--- config.mk ---
export PLATFORM = sky130hd
export DESIGN_NAME = dpcm_arbiter
export DESIGN_NICKNAME = d
export VERILOG_FILES = /design/src/rtl/dpcm_pkg.sv /design/src/rtl/dpcm_rr_arb.sv /design/src/rtl/dpcm_arbiter.sv
export SDC_FILE = /design/constraint.sdc
export NUM_CORES = 1
export LEC_CHECK = 0
export ABC_AREA = 1
export BUFFER_PORTS_ARGS = -buffer_cell sky130_fd_sc_hd__buf_2
export CAP_MARGIN = 20
export CELL_PAD_IN_SITES_DETAIL_PLACEMENT = 0
export CELL_PAD_IN_SITES_GLOBAL_PLACEMENT = 1
export CORE_ASPECT_RATIO = 1.25
export CORE_MARGIN = 2
export CORE_UTILIZATION = 35
export CTS_BUF_LIST = sky130_fd_sc_hd__clkbuf_16
export DETAILED_ROUTE_END_ITERATION = 16
export GPL_TIMING_DRIVEN = 0
export HOLD_SLACK_MARGIN = 0.05
export PLACE_DENSITY_LB_ADDON = 0.05
export SYNTH_ARGS = -nofsm -noshare
export SYNTH_HDL_FRONTEND = slang
export SYNTH_SLANG_ARGS = --single-unit
--- constraint.sdc ---
create_clock -name clk -period 5.5 [get_ports clk]
set_clock_uncertainty 0.05 [all_clocks]
set_input_delay 1.1 -clock clk [delete_from_list [all_inputs] [get_ports clk]]
set_output_delay 1.1 -clock clk [all_outputs]
set_load 0.02 [all_outputs]
--- src/rtl/dpcm_pkg.sv ---
// Shared types and helpers for the DPCM arbiter family.
// Optional burst mode of dpcm_arbiter is enabled by defining DPCM_ARB_BURST_EN.
package dpcm_pkg;

  typedef enum logic [1:0] {
    IDLE = 2'd0,
    CALC = 2'd1,
    OUT  = 2'd2
  } dpcm_arb_state_t;

  localparam int DPCM_DW_DEF = 32;
  // Widest sample the shared helper supports; callers zero-extend into it.
  localparam int DPCM_DW_MAX = 64;

  function automatic logic [DPCM_DW_MAX-1:0] abs_diff(
    input logic [DPCM_DW_MAX-1:0] a,
    input logic [DPCM_DW_MAX-1:0] b
  );
    return (a > b) ? (a - b) : (b - a);
  endfunction

endpackage

--- src/rtl/dpcm_rr_arb.sv ---
// Combinational round-robin pick: first set request at or above ptr, with wrap.
// Zero latency; no state, so backpressure is the caller's concern.
module dpcm_rr_arb #(
  parameter int N  = 4,
  parameter int IW = $clog2(N)
) (
  input  logic [N-1:0]  req,
  input  logic [IW-1:0] ptr,
  output logic [N-1:0]  gnt,
  output logic [IW-1:0] idx,
  output logic          any
);

  logic [IW-1:0] j;

  always_comb begin
    gnt = '0;
    idx = '0;
    any = 1'b0;
    j   = '0;
    for (int i = 0; i < N; i++) begin
      j = IW'((int'(ptr) + i) % N);
      if (!any && req[j]) begin
        any    = 1'b1;
        gnt[j] = 1'b1;
        idx    = j;
      end
    end
  end

endmodule

--- src/rtl/dpcm_arbiter.sv ---
// Shares one |x[n]-x[n-1]| engine across N_CH channels; result 2 cycles after grant,
// held until out_ready. Define DPCM_ARB_BURST_EN to allow up to BURST back-to-back grants.
module dpcm_arbiter
  import dpcm_pkg::*;
#(
  parameter int N_CH  = 4,
  parameter int DW    = DPCM_DW_DEF,
  parameter int BURST = 4,
  parameter int CW    = $clog2(N_CH)
) (
  input  logic                     clk,
  input  logic                     rst,
  input  logic [N_CH-1:0]          req_valid,
  input  logic [N_CH-1:0][DW-1:0]  req_data,
  output logic [N_CH-1:0]          req_ready,
  input  logic [N_CH-1:0]          ctx_clr,
  output logic                     out_valid,
  output logic [DW-1:0]            out_data,
  output logic [CW-1:0]            out_ch,
  input  logic                     out_ready
);

  localparam logic [1:0] S_IDLE = IDLE;
  localparam logic [1:0] S_CALC = CALC;
  localparam logic [1:0] S_OUT  = OUT;

  logic [1:0]    state_q, state_d;
  logic [CW-1:0] ptr_q, ptr_d;
  logic [CW-1:0] ch_q, ch_d;
  logic [DW-1:0] data_q, data_d;
  logic [DW-1:0] out_data_q;
  logic [CW-1:0] out_ch_q;
  logic [DW-1:0] hist_q [N_CH];

  logic [CW-1:0]   arb_ptr;
  logic [N_CH-1:0] gnt;
  logic [CW-1:0]   win;
  logic            any;
  logic            hs;

  dpcm_rr_arb #(.N(N_CH), .IW(CW)) u_rr (
    .req (req_valid),
    .ptr (arb_ptr),
    .gnt (gnt),
    .idx (win),
    .any (any)
  );

  assign hs = (state_q == S_IDLE) && any;

`ifdef DPCM_ARB_BURST_EN
  localparam int BW = $clog2(BURST + 1);
  logic [BW-1:0] burst_q, burst_d;
  logic          burst_ok;

  // Searching from the last channel re-grants it if still valid; otherwise rotation resumes.
  assign burst_ok = (int'(burst_q) < BURST);
  assign arb_ptr  = burst_ok ? ch_q : ptr_q;

  always_comb begin
    burst_d = burst_q;
    if (hs) burst_d = (burst_ok && (win == ch_q)) ? burst_q + 1'b1 : BW'(1);
  end

  always_ff @(posedge clk) begin
    if (rst) burst_q <= '0;
    else     burst_q <= burst_d;
  end
`else
  logic unused_burst;
  assign unused_burst = ^BURST;
  assign arb_ptr      = ptr_q;
`endif

  always_comb begin
    state_d = state_q;
    ptr_d   = ptr_q;
    ch_d    = ch_q;
    data_d  = data_q;
    case (state_q)
      S_IDLE: if (any) begin
        data_d  = req_data[win];
        ch_d    = win;
        ptr_d   = (int'(win) == N_CH - 1) ? '0 : win + 1'b1;
        state_d = S_CALC;
      end
      S_CALC:  state_d = S_OUT;
      S_OUT:   if (out_ready) state_d = S_IDLE;
      default: state_d = S_IDLE;
    endcase
  end

  always_ff @(posedge clk) begin
    if (rst) begin
      state_q    <= S_IDLE;
      ptr_q      <= '0;
      ch_q       <= '0;
      data_q     <= '0;
      out_data_q <= '0;
      out_ch_q   <= '0;
    end else begin
      state_q <= state_d;
      ptr_q   <= ptr_d;
      ch_q    <= ch_d;
      data_q  <= data_d;
      if (state_q == S_CALC) begin
        out_data_q <= DW'(abs_diff(DPCM_DW_MAX'(data_q), DPCM_DW_MAX'(hist_q[ch_q])));
        out_ch_q   <= ch_q;
      end
    end
  end

  // A clear wins over the same-cycle history update; the result already used the old value.
  always_ff @(posedge clk) begin
    for (int i = 0; i < N_CH; i++) begin
      if (rst || ctx_clr[i])
        hist_q[i] <= '0;
      else if ((state_q == S_CALC) && (ch_q == CW'(i)))
        hist_q[i] <= data_q;
    end
  end

  assign req_ready = (state_q == S_IDLE) ? gnt : '0;
  assign out_valid = (state_q == S_OUT);
  assign out_data  = out_data_q;
  assign out_ch    = out_ch_q;

endmodule

==> results of run 1 <==
## sequential cells by signal, summed over array words and instances, names as in the netlist, named ones only
name	cells
arb_ptr	1
ch_q	2
data_q	32
hist_q	128
out_ch	2
out_data	32
state_q	2
## report_power, final
group	leakage (µW)	switching [µW]	internal, µW
Combinational	0.00676	6250	2630
Sequential	0.00205	216	1950
Clock	0.000365	650	839
## cell families after synthesis
| family | Yosys count | share of synthesized area |
|---|---|---|
| XOR/XNOR | 33 | 0.0194 |
| AO/OA/AOI/OAI | 142 | 0.0575 |
| adder cells (fa/ha/maj) | 74 | 0.0632 |
| AND/OR/NAND/NOR | 1373 | 0.375 |
| flip-flops | 202 | 0.358 |
| buffers and inverters | 484 | 0.127 |
## path summary, 6_finish.rpt
path	cells after the start	startpoint	endpoint	slack (ns)
worst max-delay path	16	register	out_data[1]	0.89
worst min-delay path	2	out_data[1]	out_data[1]	0.42
worst max register to register	16	register	out_data[1]	0.89
worst min register to register	2	out_data[1]	out_data[1]	0.42
## per-layer routing
layer  vias up  global-route usage
met3        89              0.0211
met4         2               0.104
met5         -                   0
met2       481               0.470
li1       7556                   -
met1      6686               0.293
## worst reg2reg max path: stages (launching register included)
cell      delay [ns]
dfxtp_1         0.34
clkbuf_1        0.47
buf_1           0.65
nand2_1         0.11
a32oi_1         0.44
ha_1            0.21
clkbuf_1        0.31
nand2_1         0.17
nor2_1          0.26
inv_2           0.08
nor2_1          0.26
nand3_1         0.18
nand2_1         0.16
buf_2           0.32
nand2_1         0.10
nand3_1         0.24
a21oi_1         0.11
## through the flow
stage / setup WS [ns] / utilization
global placement: 0.801 / 0.392
detailed placement: 0.850 / 0.394
global route: 0.571 / 0.411
CTS: 0.826 / 0.411
finish: 0.887 / 0.411
floorplan: 2.30 / -
## area by class of cell
class                   count  area share
multi-input cells        1622       0.445
flip-flops and latches    202       0.308
inverters                 382      0.0829
repair buffers            181      0.0559
well taps                 559      0.0404
clock buffers              24      0.0347
plain buffers             102      0.0266
clock inverters            17     0.00658
## synthesized netlist by cell type (4+ instances only)
library cell	number	area (µm²)
nor2_1	252	946
dfxtp_1	74	1480
nand3b_1	21	158
nor3_1	5	25.0
buf_1	12	45.0
buf_2	24	120
a21oi_1	94	470
inv_2	9	33.8
edfxtp_1	128	3840
nand2_1	860	3230
ha_1	72	901
inv_1	372	1400
xor2_1	29	254
buf_4	10	75.1
a32oi_1	31	272
xnor2_1	4	35.0
nand4_1	16	100
nand3_1	208	1040
clkbuf_1	54	203
nand2_2	4	25.0
o21ai_0	6	30.0
==> key figures, run 1 <==
Logic synthesis
  – EDFF count, synth: roughly 130
  – Sequential area share after synthesis: 0.358
  – Unique masters post-synth: 38
  – Prevailing post-synth register cell: edfxtp_1
  – Syn Inst Count: between 2000 and 2500
  – Mean cell area of the mapped netlist: 6.45 µm²
  – Mapped Area: 14900 µm²
  – Syn_nets: 2521
  – FFs w/ async S/R, synth: 0
  – Yosys reg bits: approximately 200
  – Yosys warns: 0

Setup path
  – Crit-path leading delay family: buffers and inverters
  – Data arrival, critical path: 4.95 ns
  – Critical Path Slowest Stage Cell: buf_1
  – Critical Path End Type: register
  – Worst-path fanout max: 10
  – Req. time, crit path: about 6 ns
  – Slowest stage delay, CP: ~0.64 ns
  – Startpoint types: register
  – Critical path's most frequent cell: nand2_1
  – Buf/Inv on CP: 5
  – Worst path cell trace: clkbuf_1, buf_1, nand2_1, a32oi_1, ha_1, clkbuf_1, nand2_1, nor2_1, inv_2, nor2_1, nand3_1, nand2_1, buf_2, nand2_1, nand3_1, a21oi_1
  – Setup CP Type: register to register

STA
  – Final hold violation count: 0
  – Max transition margin: 0.326
  – Final hold slack: about 0.42 ns
  – Fmax: between 0.2 and 0.25 GHz
  – Setup TNS: 0 ns
  – Worst-margin pin slew: about 1.0 ns
  – RSZ-0062 raised after global routing: false
  – Slew Limit Fails: 0
  – Fin crit period: ~4.6 ns
  – Setup violators final: 0
  – Fin crit share: 0.839

Die
  – Core ar.: 42000 µm²
  – Starting Density: 0.354
  – Die footprint: about 44000 µm²
  – Die Wd: around 190 µm
  – Rows: between 80 and 90
  – # IOs: about 180
  – DIE HEIGHT: approximately 230 µm

Clock tree
  – Maximum clock path buffer count: 3
  – Post-CTS Setup Repair Bufs: 0
  – Clock Latency Late Sink: about 0.54 ns
  – CTS root buffer: clkbuf_16
  – Sink Count: a little over 200
  – H-tree levels: 1
  – CTS tree: done
  – Worst-path clk slew: 0.06 ns
  – Hold_buf cts: 0
  – CTS Buf Count: 23
  – CTS resizes: 0

Final layout
  – Register Area: between 5000 and 6000 µm²
  – Fin area: ~17000 µm²
  – Layout cells sized above 1: 0.109
  – Fillcell total: 4671
  – Most common cell after layout, fill and taps aside: nand2_1
  – Area growth syn-to-layout: 16.1%
  – Area of the multi-input gates: approximately 7700 µm²
  – # nets final: 2727
  – Layout Cells excl Fill: around 3100
  – Commonest non-fill, non-tap cells in the layout: nand2_1 (860), inv_1 (375), nor2_1 (252)
  – Inserted Diodes: 0

Route
  – 1st-iter DRT viols: approximately 770
  – 1st-pass router iterations: 5
  – Final ANT Viol Nets: 0
  – Met3 WL: around 2.4 mm
  – Routed wire per std cell: about 18 µm
  – Top sig layer: met5
  – Met2 routed WL: about 28 mm
  – Routed WL: 56.5 mm
  – Remaining DRCs: 0
  – Vias: 14800
  – Vias per cell: roughly 4.8
  – WL met1: about 23 mm

Placed design
  – Routability cong.: 0.912
  – Hpwl dp: 45.9 mm
  – Inst Count DP: a little over 3000
  – IO buf count: 177
  – Post-placement cell area: between 15000 and 20000 µm²

Global routing
  – Total grt overflow: 0
  – Tot GR Track Use: 0.252
  – Largest net degree at the start of global routing: 29
  – First-pass GRT wire length: 84.6 mm
  – Antenna violations before repair: 2
  – Vias in the first global route: about 15000

Hold path
  – Min-delay worst type: register to register

Pwr
  – Max VDD drop: about 0.27 mV
  – Total power: approximately 13000 µW
  – Static leakage: 0.00917 µW
  – Pwr dens: 725 nW/µm²

Job
  – Max Cap Viol: 0

Run status
  – Status: complete, no violations
No activity file was read; power rests on OpenSTA's default activity.
==> run 2, diff against run 1 <==
==> constraint.sdc (replaced) <==
create_clock -name clk -period 4.6 [get_ports clk]
set_clock_uncertainty 0.05 [all_clocks]
set_input_delay 0.92 -clock clk [delete_from_list [all_inputs] [get_ports clk]]
set_output_delay 0.92 -clock clk [all_outputs]
set_load 0.02 [all_outputs]
==> key figures, run 2 (synthesis results as in run 1) <==
Run status
  – Status: complete, no violations

STA
  – Setup TNS: 0 ns (unchanged)
  – Final hold violation count: 0 (unchanged)
  – Fmax: 0.235 GHz (+8.3%)
  – RSZ-0062 raised after global routing: false
  – Final WS setup: 0.341 ns (-0.547 ns)
  – Max transition margin: 0.330 (+0.00410)
  – Worst-margin pin slew: 1.01 ns (-0.00615 ns)
  – Fin crit share: 0.926 (+0.0872)
  – Fin crit period: 4.26 ns (-0.353 ns)
  – Slew Limit Fails: 0 (unchanged)
  – Setup violators final: 0 (unchanged)

Clock tree
  – Hold_buf cts: 0 (unchanged)
  – CTS Buf Count: 23 (unchanged)
  – H-tree levels: 1 (unchanged)
  – CTS root buffer: clkbuf_16
  – Worst-path clk slew: 0.06 ns (about the same)
  – Maximum clock path buffer count: 3 (unchanged)
  – Sink Count: 202 (unchanged)
  – CTS tree: done
  – Clock Latency Late Sink: 0.54 ns (about the same)

Setup path
  – Critical path depth in cells: 15 (-1)
  – Worst-path fanout max: 10 (unchanged)
  – Req. time, crit path: 4.93 ns (-0.90 ns)
  – Worst path cell trace: inv_2, clkbuf_1, a32oi_1, ha_1, clkbuf_1, nand2_1, nor2_1, inv_2, nor2_1, nand3_1, nand2_1, buf_2, nand2_1, nand3_1, a21oi_1
  – Setup CP Type: register to register
  – R2R cell count: 15 (-1)
  – Critical path's most frequent cell: nand2_1
  – Data arrival, critical path: 4.59 ns (-0.36 ns)
  – Critical Path End Type: register
  – Crit-path leading delay family: buffers and inverters
  – Startpoint types: register
  – Critical Path Slowest Stage Cell: clkbuf_1
  – Slowest stage delay, CP: 0.63 ns (about the same)
  – Buf/Inv on CP: 5 (unchanged)

Global routing
  – Antenna violations before repair: 2 (unchanged)
  – Tot GR Track Use: 0.252 (about the same)
  – Largest net degree at the start of global routing: 29 (unchanged)
  – First-pass GRT wire length: 84.6 mm (about the same)
  – Vias in the first global route: 14500 (+0.083%)
  – Total grt overflow: 0 (unchanged)

Pwr
  – P_int: 6480 µW (+20%)
  – Pwr dens: 866 nW/µm² (+19%)
  – Max VDD drop: 0.325 mV (+19%)
  – Switch share: 0.567 (about the same)
  – Logic gate share of total power: 0.709 (about the same)
  – Seq pwr share: 0.173 (about the same)
  – Static leakage: 0.00920 µW (+0.29%)
  – Clock network power share: 0.118 (about the same)
  – Switch Pwr: 8500 µW (+19%)

Final layout
  – Area growth syn-to-layout: 16.2% (about the same)
  – Max reg flops: 128 (unchanged)
  – Inserted Diodes: 0 (unchanged)
  – Layout Cells excl Fill: 3089 (unchanged)
  – Layout cells sized above 1: 0.112 (+0.00316)
  – Fin util: 0.412 (about the same)
  – Fillcell total: 4672 (+0.021%)
  – Top reg by flops: hist_q
  – Commonest non-fill, non-tap cells in the layout: nand2_1 (860), inv_1 (375), nor2_1 (252)
  – # nets final: 2727 (unchanged)
  – Most common cell after layout, fill and taps aside: nand2_1

Placed design
  – IO buf count: 177 (unchanged)
  – Inst Count DP: 3048 (unchanged)
  – Routability cong.: 0.912 (unchanged)
  – Setup WS pre-CTS: -0.0500 ns (-0.900 ns)
  – Hpwl dp: 45.9 mm (unchanged)

Die
  – Die Wd: 189 µm (unchanged)
  – Rows: 84 (unchanged)
  – Die footprint: 44200 µm² (unchanged)
  – Core ar.: 42000 µm² (unchanged)
  – DIE HEIGHT: 235 µm (unchanged)
  – # IOs: 178 (unchanged)
  – Starting Density: 0.354 (unchanged)

Route
  – Final ANT Viol Nets: 0 (unchanged)
  – 1st-pass router iterations: 7 (+2)
  – Routed WL: 56.4 mm (about the same)
  – Vias: 14700 (-0.45%)
  – Remaining DRCs: 0 (unchanged)
  – Routed wire per std cell: 18.3 µm (about the same)
  – 1st-iter DRT viols: 725 (-5.2%)
  – Vias per cell: 4.77 (-0.45%)

Job
  – Max Cap Viol: 0 (unchanged)

Hold path
  – WHS Path Cells: 2 (unchanged)
  – Min-delay worst type: register to register
-- run 2: changes by cell type in the layout (fill, tap and decap cells not counted), sizes merged --
cell    delta
clkbuf     +1
buf        -1
-- run 2: final timing paths --
path	endpoint	slack [ns]	start
setup / recovery	out_data[1]	0.34	register
hold reg to reg	out_data[1]	0.42	out_data[1]
hold / removal	out_data[1]	0.42	out_data[1]
setup reg to reg	out_data[1]	0.34	register
-- run 2: layer usage --
layer	global-route usage	wire length [µm]	vias to the layer above
li1	-	-	7562
met1	0.293	23000	6653
met2	0.470	28500	441
met3	0.0209	2460	90
met4	0.104	2530	2
met5	0	11	-
-- run 2: timing repair --
action / 4_1_cts / 5_1_grt
buffers inserted: 0 / 0
resized for setup: 3 / 9
gates cloned: 0 / 0
setup endpoints to repair: 1 / 9
-- run 2: worst reg2reg max path: cells and delay by family (launching register included) --
kind | cells | cell delay [ns]
AOI/OAI and AO/OA | 2 | 0.46
buffers and inverters | 5 | 1.51
DFF | 1 | 0.31
and+or+nand+nor | 7 | 1.39
adders and majority gates | 1 | 0.38
-- run 2: final cells by class --
class,instances,area (µm²),share of cell area
buffer,102,469,0.0271
clock buffer,24,601,0.0347
clock inverter,17,114,0.00658
inverter,382,1430,0.0829
multi-input combinational,1622,7700,0.445
sequential,202,5330,0.308
tap,559,699,0.0404
timing repair buffer,181,966,0.0558
-- run 2: power groups by stage --
stage	Sequential (µW)	Combinational (µW)	Clock, µW
detailed placement	2630	10600	0
global route	2630	11900	1870
global placement	2630	10600	0
finish	2580	10600	1770
floorplan	2710	7030	0
CTS	2590	10700	1810
-- run 2: through the flow --
step	hold slack (ns)	total power (µW)	area, µm²
after floorplan	0.461	9740	14900
after global placement	0.416	13200	16500
after detailed placement	0.416	13300	16600
after CTS	0.426	15100	17300
after global routing	0.460	16400	17300
final	0.419	15000	17300
